===== src/rtl/dmem_access_unit_if.sv =====
// Data-memory bus between the M-stage access unit (master) and the memory port (slave).
// Valid/grant request channel plus a read-response channel.
interface dmem_access_unit_if #(
  parameter int unsigned AW = 32,
  parameter int unsigned DW = 32
);
  logic          mem_req;
  logic          mem_we;
  logic [AW-1:0] mem_addr;
  logic [3:0]    mem_be;
  logic [DW-1:0] mem_wdata;
  logic          mem_gnt;
  logic          mem_rvalid;
  logic [DW-1:0] mem_rdata;

  modport master (
    output mem_req, mem_we, mem_addr, mem_be, mem_wdata,
    input  mem_gnt, mem_rvalid, mem_rdata
  );

  modport slave (
    input  mem_req, mem_we, mem_addr, mem_be, mem_wdata,
    output mem_gnt, mem_rvalid, mem_rdata
  );
endinterface


===== src/rtl/dmem_access_unit.sv =====
// M-stage data-memory access controller: bus handshake, store lane formatting, load extension.
// Define DMEM_MISALIGN_TRAP_EN to suppress misaligned accesses and pulse MisalignM instead.
module dmem_access_unit #(
  parameter int unsigned AW = 32,
  parameter int unsigned DW = 32
) (
  input  logic                clk,
  input  logic                reset,
  input  logic                MemWriteM,
  input  logic [1:0]          ResultSrcM,
  input  logic [2:0]          funct3M,
  input  logic [31:0]         ALUResultM,
  input  logic [31:0]         WriteDataM,
  dmem_access_unit_if.master  bus,
  output logic                StallM,
  output logic [31:0]         ReadDataM,
  output logic                MisalignM
);

  typedef enum logic [1:0] {StIdle, StResp, StDone} state_e;

  state_e      state_q, state_d;
  logic        is_store, is_load, acc, mis, go;
  logic [1:0]  off;
  logic [3:0]  be_fmt;
  logic [31:0] wdata_fmt;
  logic [DW-1:0] rword;
  logic [31:0] rshift, load_ext;
  logic [31:0] rd_q;
  logic        capture;

  // A store wins when both store and load are flagged.
  assign is_store = MemWriteM;
  assign is_load  = ~MemWriteM & (ResultSrcM == 2'b01);
  assign acc      = is_store | is_load;
  assign off      = ALUResultM[1:0];

`ifdef DMEM_MISALIGN_TRAP_EN
  logic half_acc, word_acc, mis_q;

  assign half_acc = (funct3M == 3'b001) | (is_load & (funct3M == 3'b101));
  assign word_acc = (funct3M == 3'b010);
  assign mis      = acc & ((half_acc & off[0]) | (word_acc & (off != 2'b00)));

  always_ff @(posedge clk or posedge reset) begin
    if (reset) mis_q <= 1'b0;
    else       mis_q <= mis & (state_q == StIdle);
  end

  assign MisalignM = mis_q;
`else
  assign mis       = 1'b0;
  assign MisalignM = 1'b0;
`endif

  assign go = acc & ~mis;

  // Store lane formatting; shifts truncate to 4 lanes so misaligned lanes drop off.
  always_comb begin
    be_fmt    = 4'b1111;
    wdata_fmt = WriteDataM;
    case (funct3M)
      3'b000: begin
        be_fmt    = 4'b0001 << off;
        wdata_fmt = {4{WriteDataM[7:0]}};
      end
      3'b001: begin
        be_fmt    = 4'b0011 << off;
        wdata_fmt = {2{WriteDataM[15:0]}};
      end
      default: ;
    endcase
  end

  assign rword  = bus.mem_rdata;
  assign rshift = rword[31:0] >> {off, 3'b000};

  always_comb begin
    load_ext = rword[31:0];
    case (funct3M)
      3'b000:  load_ext = {{24{rshift[7]}}, rshift[7:0]};
      3'b001:  load_ext = {{16{rshift[15]}}, rshift[15:0]};
      3'b100:  load_ext = {24'b0, rshift[7:0]};
      3'b101:  load_ext = {16'b0, rshift[15:0]};
      default: ;
    endcase
  end

  // State register.
  always_ff @(posedge clk or posedge reset) begin
    if (reset) state_q <= StIdle;
    else       state_q <= state_d;
  end

  // Next-state logic.
  always_comb begin
    state_d = state_q;
    unique case (state_q)
      StIdle: if (go && bus.mem_gnt) state_d = is_store ? StDone : StResp;
      StResp: if (bus.mem_rvalid) state_d = StDone;
      StDone: state_d = StIdle;
      default: state_d = StIdle;
    endcase
  end

  // Outputs: bus fields are held from frozen M-stage inputs for the whole access.
  always_comb begin
    bus.mem_req   = 1'b0;
    bus.mem_we    = 1'b0;
    bus.mem_addr  = '0;
    bus.mem_be    = 4'b0000;
    bus.mem_wdata = '0;
    StallM        = 1'b0;
    capture       = 1'b0;
    if (go) begin
      bus.mem_req   = (state_q == StIdle);
      bus.mem_we    = is_store;
      bus.mem_addr  = AW'({ALUResultM[31:2], 2'b00});
      bus.mem_be    = is_store ? be_fmt : 4'b1111;
      bus.mem_wdata = is_store ? DW'(wdata_fmt) : '0;
      StallM        = (state_q != StDone);
    end
    capture = (state_q == StResp) & bus.mem_rvalid;
  end

  always_ff @(posedge clk or posedge reset) begin
    if (reset)        rd_q <= 32'h0;
    else if (capture) rd_q <= load_ext;
  end

  assign ReadDataM = rd_q;

endmodule


===== src/flat_wrapper.sv =====
// flat-port wrapper written by rule: the top's interface ports become plain ports
module dmem_access_unit_flat 
#(
  parameter int unsigned AW = 32,
  parameter int unsigned DW = 32
)
  (clk, reset, MemWriteM, ResultSrcM, funct3M, ALUResultM, WriteDataM, StallM, ReadDataM, MisalignM, bus_mem_req, bus_mem_we, bus_mem_addr, bus_mem_be, bus_mem_wdata, bus_mem_gnt, bus_mem_rvalid, bus_mem_rdata);
  dmem_access_unit_if #(.AW(AW), .DW(DW)) bus_i ();
  input  logic clk;
  input  logic reset;
  input  logic MemWriteM;
  input  logic [1:0] ResultSrcM;
  input  logic [2:0] funct3M;
  input  logic [31:0] ALUResultM;
  input  logic [31:0] WriteDataM;
  output logic StallM;
  output logic [31:0] ReadDataM;
  output logic MisalignM;
  output wire logic [$bits(bus_i.mem_req)-1:0] bus_mem_req;
  output wire logic [$bits(bus_i.mem_we)-1:0] bus_mem_we;
  output wire logic [$bits(bus_i.mem_addr)-1:0] bus_mem_addr;
  output wire logic [$bits(bus_i.mem_be)-1:0] bus_mem_be;
  output wire logic [$bits(bus_i.mem_wdata)-1:0] bus_mem_wdata;
  input wire logic [$bits(bus_i.mem_gnt)-1:0] bus_mem_gnt;
  input wire logic [$bits(bus_i.mem_rvalid)-1:0] bus_mem_rvalid;
  input wire logic [$bits(bus_i.mem_rdata)-1:0] bus_mem_rdata;
  assign bus_mem_req = bus_i.mem_req;
  assign bus_mem_we = bus_i.mem_we;
  assign bus_mem_addr = bus_i.mem_addr;
  assign bus_mem_be = bus_i.mem_be;
  assign bus_mem_wdata = bus_i.mem_wdata;
  assign bus_i.mem_gnt = bus_mem_gnt;
  assign bus_i.mem_rvalid = bus_mem_rvalid;
  assign bus_i.mem_rdata = bus_mem_rdata;
  dmem_access_unit #(.AW(AW), .DW(DW)) u_core (.clk(clk), .reset(reset), .MemWriteM(MemWriteM), .ResultSrcM(ResultSrcM), .funct3M(funct3M), .ALUResultM(ALUResultM), .WriteDataM(WriteDataM), .bus(bus_i), .StallM(StallM), .ReadDataM(ReadDataM), .MisalignM(MisalignM));
endmodule

===== config.mk =====
export PLATFORM = sky130hd
export DESIGN_NAME = dmem_access_unit_flat
export DESIGN_NICKNAME = d
export VERILOG_FILES = /design/src/rtl/dmem_access_unit_if.sv /design/src/rtl/dmem_access_unit.sv /design/src/flat_wrapper.sv
export SDC_FILE = /design/constraint.sdc
export NUM_CORES = 1
export LEC_CHECK = 0
export CAP_MARGIN = 10
export CORE_MARGIN = 3
export CORE_UTILIZATION = 36
export DETAILED_ROUTE_END_ITERATION = 12
export GPL_ROUTABILITY_DRIVEN = 0
export PLACE_DENSITY = 0.83
export SLEW_MARGIN = 10
export SYNTH_ARGS = -nofsm -noshare
export SYNTH_HDL_FRONTEND = slang
export SYNTH_SLANG_ARGS = --single-unit

===== constraint.sdc =====
create_clock -name clk -period 1.57 [get_ports clk]
set_input_delay 0.2355 -clock clk [delete_from_list [all_inputs] [get_ports clk]]
set_output_delay 0.2355 -clock clk [all_outputs]
set_load 0.01 [all_outputs]

==> results of run 1 <==
power by group:
part / internal (mW) / leakage, nW / switching, mW / total [mW]
Sequential: 1.21 / 0.429 / 0.204 / 1.42
Clock: 0.636 / 0.0683 / 0.351 / 0.988
Combinational: 1.32 / 2.09 / 0.998 / 2.32
cell type report:
| cell class | count | share of cell area |
|---|---|---|
| inverter | 11 | 0.00770 |
| sequential | 34 | 0.159 |
| multi-input combinational | 277 | 0.351 |
| timing repair buffer | 253 | 0.434 |
| clock buffer | 5 | 0.0128 |
| clock inverter | 3 | 0.0128 |
| tap | 102 | 0.0238 |
final timing paths:
path                                                  from                                to  slack (ns)
hold reg to reg            u_core.ReadDataM[4]$_DFFE_PP0P_   u_core.ReadDataM[4]$_DFFE_PP0P_        0.48
max in group asynchronous                            reset  u_core.ReadDataM[15]$_DFFE_PP0P_        0.91
setup reg to reg             u_core.state_q[1]$_DFFE_PP0P_  u_core.ReadDataM[11]$_DFFE_PP0P_        0.16
hold / removal                                       reset   u_core.ReadDataM[1]$_DFFE_PP0P_        0.35
setup / recovery                             ResultSrcM[1]                  bus_mem_addr[29]        0.03
min in group clk                                 MemWriteM     u_core.state_q[1]$_DFFE_PP0P_        0.46
Yosys cell counts, drive strengths merged, types with 2 or more instances:
library cell / number
buf: 22
nor4: 2
nand3b: 2
a21oi: 26
o2bb2ai: 7
o21ai: 8
nor2b: 41
or2: 2
a21boi: 8
a2bb2oi: 6
o211a: 8
nor3: 3
nand3: 35
mux2i: 35
clkbuf: 18
and2: 8
nor2: 6
a31oi: 4
dfrtp: 34
o22ai: 8
nand2: 57
inv: 11
worst max-delay path: stages:
cell           delay [ns]
dlygate4sd2_1        0.24
inv_2                0.06
a21oi_4              0.06
buf_12               0.13
buf_16               0.13
buf_4                0.14
nor2b_2              0.15
buf_2                0.16
flip-flops by register name (all words and copies together), names as in the netlist:
signal,cells
u_core.ReadDataM,32
u_core.state_q,2
cells by family after synthesis:
group / count (synthesis) / synth area share
multiplexers: 35 / 0.131
flip-flops: 34 / 0.288
AND/OR/NAND/NOR: 159 / 0.299
AO/OA/AOI/OAI: 80 / 0.191
other: 1 / 0.00127
buffers and inverters: 51 / 0.0897
per-layer routing:
layer | track usage | part of all wire | vias up
met2 | 0.472 | 0.53 | 179
met5 | 0 | 0.0011 | -
met3 | 0.0757 | 0.081 | 39
met4 | 0.0832 | 0.039 | 2
met1 | 0.259 | 0.34 | 1667
li1 | - | - | 1680
repair_timing:
item | 4_1_cts | 5_1_grt
resized for setup | 189 | 51
hold endpoints to repair | 0 | 0
cloned | 3 | 0
buffers inserted | 12 | 0
endpoints found under the setup margin | 101 | 53
hold buffers | 0 | 0
pin swaps | 2 | 0
==> qor.txt, run 1 <==
Leak - 2.59 nW
Fin area - 5360 sq um
Die W - 96.6 um
Hold_ws - 0.346 ns
Vias per cell - 5.21
Syn Inst Count - 360
Largest net degree at the start of global routing - 36
Commonest cells after routing, fill and taps aside - clkdlybuf4s50_1, nand2_1, nor2b_1
WL per Instance - 17.7 um
Period utilisation layout - 0.979
R2R depth - 5
Register area - 851 sq um
Root buf cell - clkbuf_8
Power Total - 4.73 mW
Crit Path Class - primary input to output pin
PortBufs - 206
Initial Utilization - 0.377
Worst skew pair latency - 0.29 ns
Detail Route Antenna Nets - 0
Core area - 7850 sq um
Clk sinks - 34
Iter 0 DRT Violations - 146
Clk buf depth - 2
FF+latch count, synth - 34
Top cells by area, synth - dfrtp_1, mux2i_1, nor2b_1
Finished Layout Cells - 685
Vias - 3567
Area of placed instances - 5240 sq um
DP Wirelength - 9.48 mm
Maximum VDD drop - 590 uV
Area growth syn-to-layout - 81.3%
RSZ-0062 raised after global routing - no
Dpl ws - -0.613 ns
CP Data Arrival Time - 1.30 ns
Ys async rst share - 1.00
Final worst slack - 0.0334 ns
Pins Over Slew Limit - 0
Worst-Margin Slew - 0.543 ns
First-pass GRT wire length - 19.0 mm
Endpoints failing setup - 0
Final core occ - 0.683
FILL cells - 675
Total grt overflow - 0
Final setup TNS - 0 ns
Most common cell after layout, fill and taps aside - clkdlybuf4s50_1
Critical path startpoint category - primary input
Cell Rows - 32
Initial antenna violation count - 1
Min Clock Period, post-route - 1.54 ns
Antenna diode count - 0
Worst Path Required - 1.33 ns
Post-synth top area cell - dfrtp_1
Final Hold Fails - 0
Ports - 210
Fin Clk Skew - 0.00409 ns
Max Fclk - 651 MHz
Final WL - 12.2 mm
Synth Area per Inst - 8.22 sq um
Die height - 96.6 um
CP Capture Type - output pin
Vias in the first global route - 3749
Status - finished clean
Synth unique cells - 40
Ys flop type - dfrtp_1
Rel. slew slack - 0.637
Clk slew on worst S/H paths - 0.08 ns
Mapped cell area - 2960 sq um
TritonCTS clock tree - done
Deepest level of the CTS H-tree - 2
DIE AREA - 9340 sq um
Layout net count - 688
Layout cells sized above 1 - 0.225
Post-synth EDFFs - 0
DRC - 0
Overall global routing resource usage - 0.250
Max_cap viols - 0
Sequential area share after synthesis - 0.288
Area share of the largest cell type after synthesis - 0.288
Yosys Warn Count - 0
Multi-input gate area - 1880 sq um
Placed cells - 662
Power density cells - 881 nW/um^2
Tightest Hold Check Type - primary input to async pin
First drt pass iteration count - 4
Largest fanout on the critical path - 8
Num CTS Buffers - 5
(Power assumes the default switching activity.)
==> inputs of run 2 (changes only) <==
CORE_UTILIZATION = 38   (was 36)
CTS_CLUSTER_SIZE = 12   (was unset)
PLACE_DENSITY = 0.87   (was 0.83)
clock period = 1.95 ns   (was 1.57 ns; I/O delays follow)
==> qor.txt, run 2 (synthesis results as in run 1) <==
Status - complete, but fails checks
Failing checks - negative setup slack
DP Wirelength - 9.83 mm
Worst skew pair latency - 0.29 ns
Final Hold Fails - 0
Endpoints failing setup - 1
Iter 0 DRT Violations - 164
Rel. slew slack - 0.648
Layout cells sized above 1 - 0.120
FILL cells - 600
Root buf cell - clkbuf_8
Area growth syn-to-layout - 79.5%
First-pass GRT wire length - 18.4 mm
Clk buf depth - 2
Die W - 94.2 um
DIE AREA - 8880 sq um
Period utilisation layout - 1.00
Vias per cell - 5.26
Cell Rows - 31
Crit-path cells - clkdlybuf4s50_1 > mux2i_1 > nand2_1 > o211a_1 > clkdlybuf4s50_1
Max Fclk - 512 MHz
Initial Utilization - 0.399
Tightest Hold Check Type - primary input to async pin
Fin Clk Skew - 0.00298 ns
Clk sinks - 34
Overall global routing resource usage - 0.271
Final WL - 12.1 mm
Worst Path Required - 1.66 ns
Clk slew on worst S/H paths - 0.07 ns
RSZ-0062 raised after global routing - no
TritonCTS clock tree - done
Post-CTS setup buffer count - 0
Hold Buf Count CTS - 0
Max_cap viols - 0
WL per Instance - 18.2 um
Commonest cells after routing, fill and taps aside - clkdlybuf4s50_1, dlygate4sd2_1, nand2_1
Dpl ws - -0.388 ns
Largest net degree at the start of global routing - 36
Final worst slack - -0.00315 ns
Most common cell after layout, fill and taps aside - clkdlybuf4s50_1
Deepest level of the CTS H-tree - 2
Max reg flops - 32
Worst-Margin Slew - 0.526 ns
Layout net count - 673
CP Capture Type - output pin
Antenna diode count - 0
Ports - 210
Critical path startpoint category - primary input
Vias in the first global route - 3544
Min Clock Period, post-route - 1.95 ns
Largest fanout on the critical path - 2
Total grt overflow - 0
Core area - 7410 sq um
PortBufs - 206
Num CTS Buffers - 5
Die height - 94.2 um
Critical path's slowest cell - clkdlybuf4s50_1
Pins Over Slew Limit - 0
Detail Route Antenna Nets - 0
Final core occ - 0.717
CP max stage delay - 0.54 ns
Worst path most repeated cell - clkdlybuf4s50_1
DRC - 0
Leak - 2.53 nW
Power density cells - 668 nW/um^2
Power Total - 3.55 mW
Vias - 3507
Maximum VDD drop - 298 uV
CP Data Arrival Time - 1.66 ns
First drt pass iteration count - 5
Crit Path Class - primary input to output pin
Initial antenna violation count - 0
-- run 2: cell types whose count changed in the layout (fill, tap and decap cells not counted), moves of 2 or more --
cell,previous run,this run
clkbuf_2,12,2
buf_4,35,24
bufinv_16,2,0
buf_6,3,1
buf_16,2,0
clkdlybuf4s15_2,5,2
dlygate4sd2_1,28,60
clkdlybuf4s15_1,4,1
buf_2,32,0
clkdlybuf4s50_1,122,139
-- run 2: final cells by class --
class | count | area (sq um) | area share
inverters | 11 | 41.3 | 0.00778
repair buffers | 238 | 2330 | 0.439
clock buffers | 6 | 82.6 | 0.0156
multi-input cells | 277 | 1870 | 0.352
well taps | 99 | 124 | 0.0233
clock inverters | 2 | 12.5 | 0.00236
flip-flops and latches | 34 | 851 | 0.160
-- run 2: per-layer routing --
metal  part of all wire  wire length (um)  track usage  vias to the layer above
met5                  0                 0            0                        -
met4              0.054               652        0.144                        0
met3              0.094              1140       0.0729                       46
met2               0.50              6100        0.480                      208
met1               0.35              4240        0.292                     1595
li1                   -                 -            -                     1658
-- run 2: metrics by stage --
step / std cells / area, sq um / TNS (ns) / hold slack [ns]
CTS: 667 / 5310 / 0 / 0.442
global route: 667 / 5310 / 0 / 0.469
global placement: 658 / 5240 / -15.00 / 0.460
detailed placement: 658 / 5240 / -18.15 / 0.472
finish: 667 / 5310 / -0.00315 / 0.424
floorplan: 362 / 2970 / 0 / 0.434
-- run 2: worst paths after layout --
| path | endpoint | slack [ns] | depth (start not counted) | startpoint |
|---|---|---|---|---|
| min in group clk | u_core.ReadDataM[4]$_DFFE_PP0P_ | 0.48 | 2 | u_core.ReadDataM[4]$_DFFE_PP0P_ |
| worst min register to register | u_core.ReadDataM[4]$_DFFE_PP0P_ | 0.48 | 2 | u_core.ReadDataM[4]$_DFFE_PP0P_ |
| max in group asynchronous | u_core.ReadDataM[31]$_DFFE_PP0P_ | 1.22 | 3 | reset |
| worst max register to register | u_core.ReadDataM[10]$_DFFE_PP0P_ | 0.47 | 5 | u_core.state_q[1]$_DFFE_PP0P_ |
| worst max-delay path | bus_mem_wdata[31] | -0.003 | 5 | WriteDataM[15] |
| worst min-delay path | u_core.ReadDataM[29]$_DFFE_PP0P_ | 0.42 | 3 | reset |
-- run 2: report_power, final --
part / switching, mW / internal (mW) / total (mW)
clock network: 0.276 / 0.284 / 0.560
logic: 0.800 / 1.05 / 1.85
registers: 0.157 / 0.977 / 1.13
-- run 2: what timing repair did --
item,CTS,global route
endpoints found under the setup margin,68,6
resized for setup,73,8
pin swaps,1,0
cloned,1,0
-- run 2: critical path, delay by kind of cell --
kind	cells	cell delay, ns
AO/OA/AOI/OAI	1	0.14
buffers and inverters	2	1.06
multiplexers	1	0.09
AND/OR/NAND/NOR	1	0.08
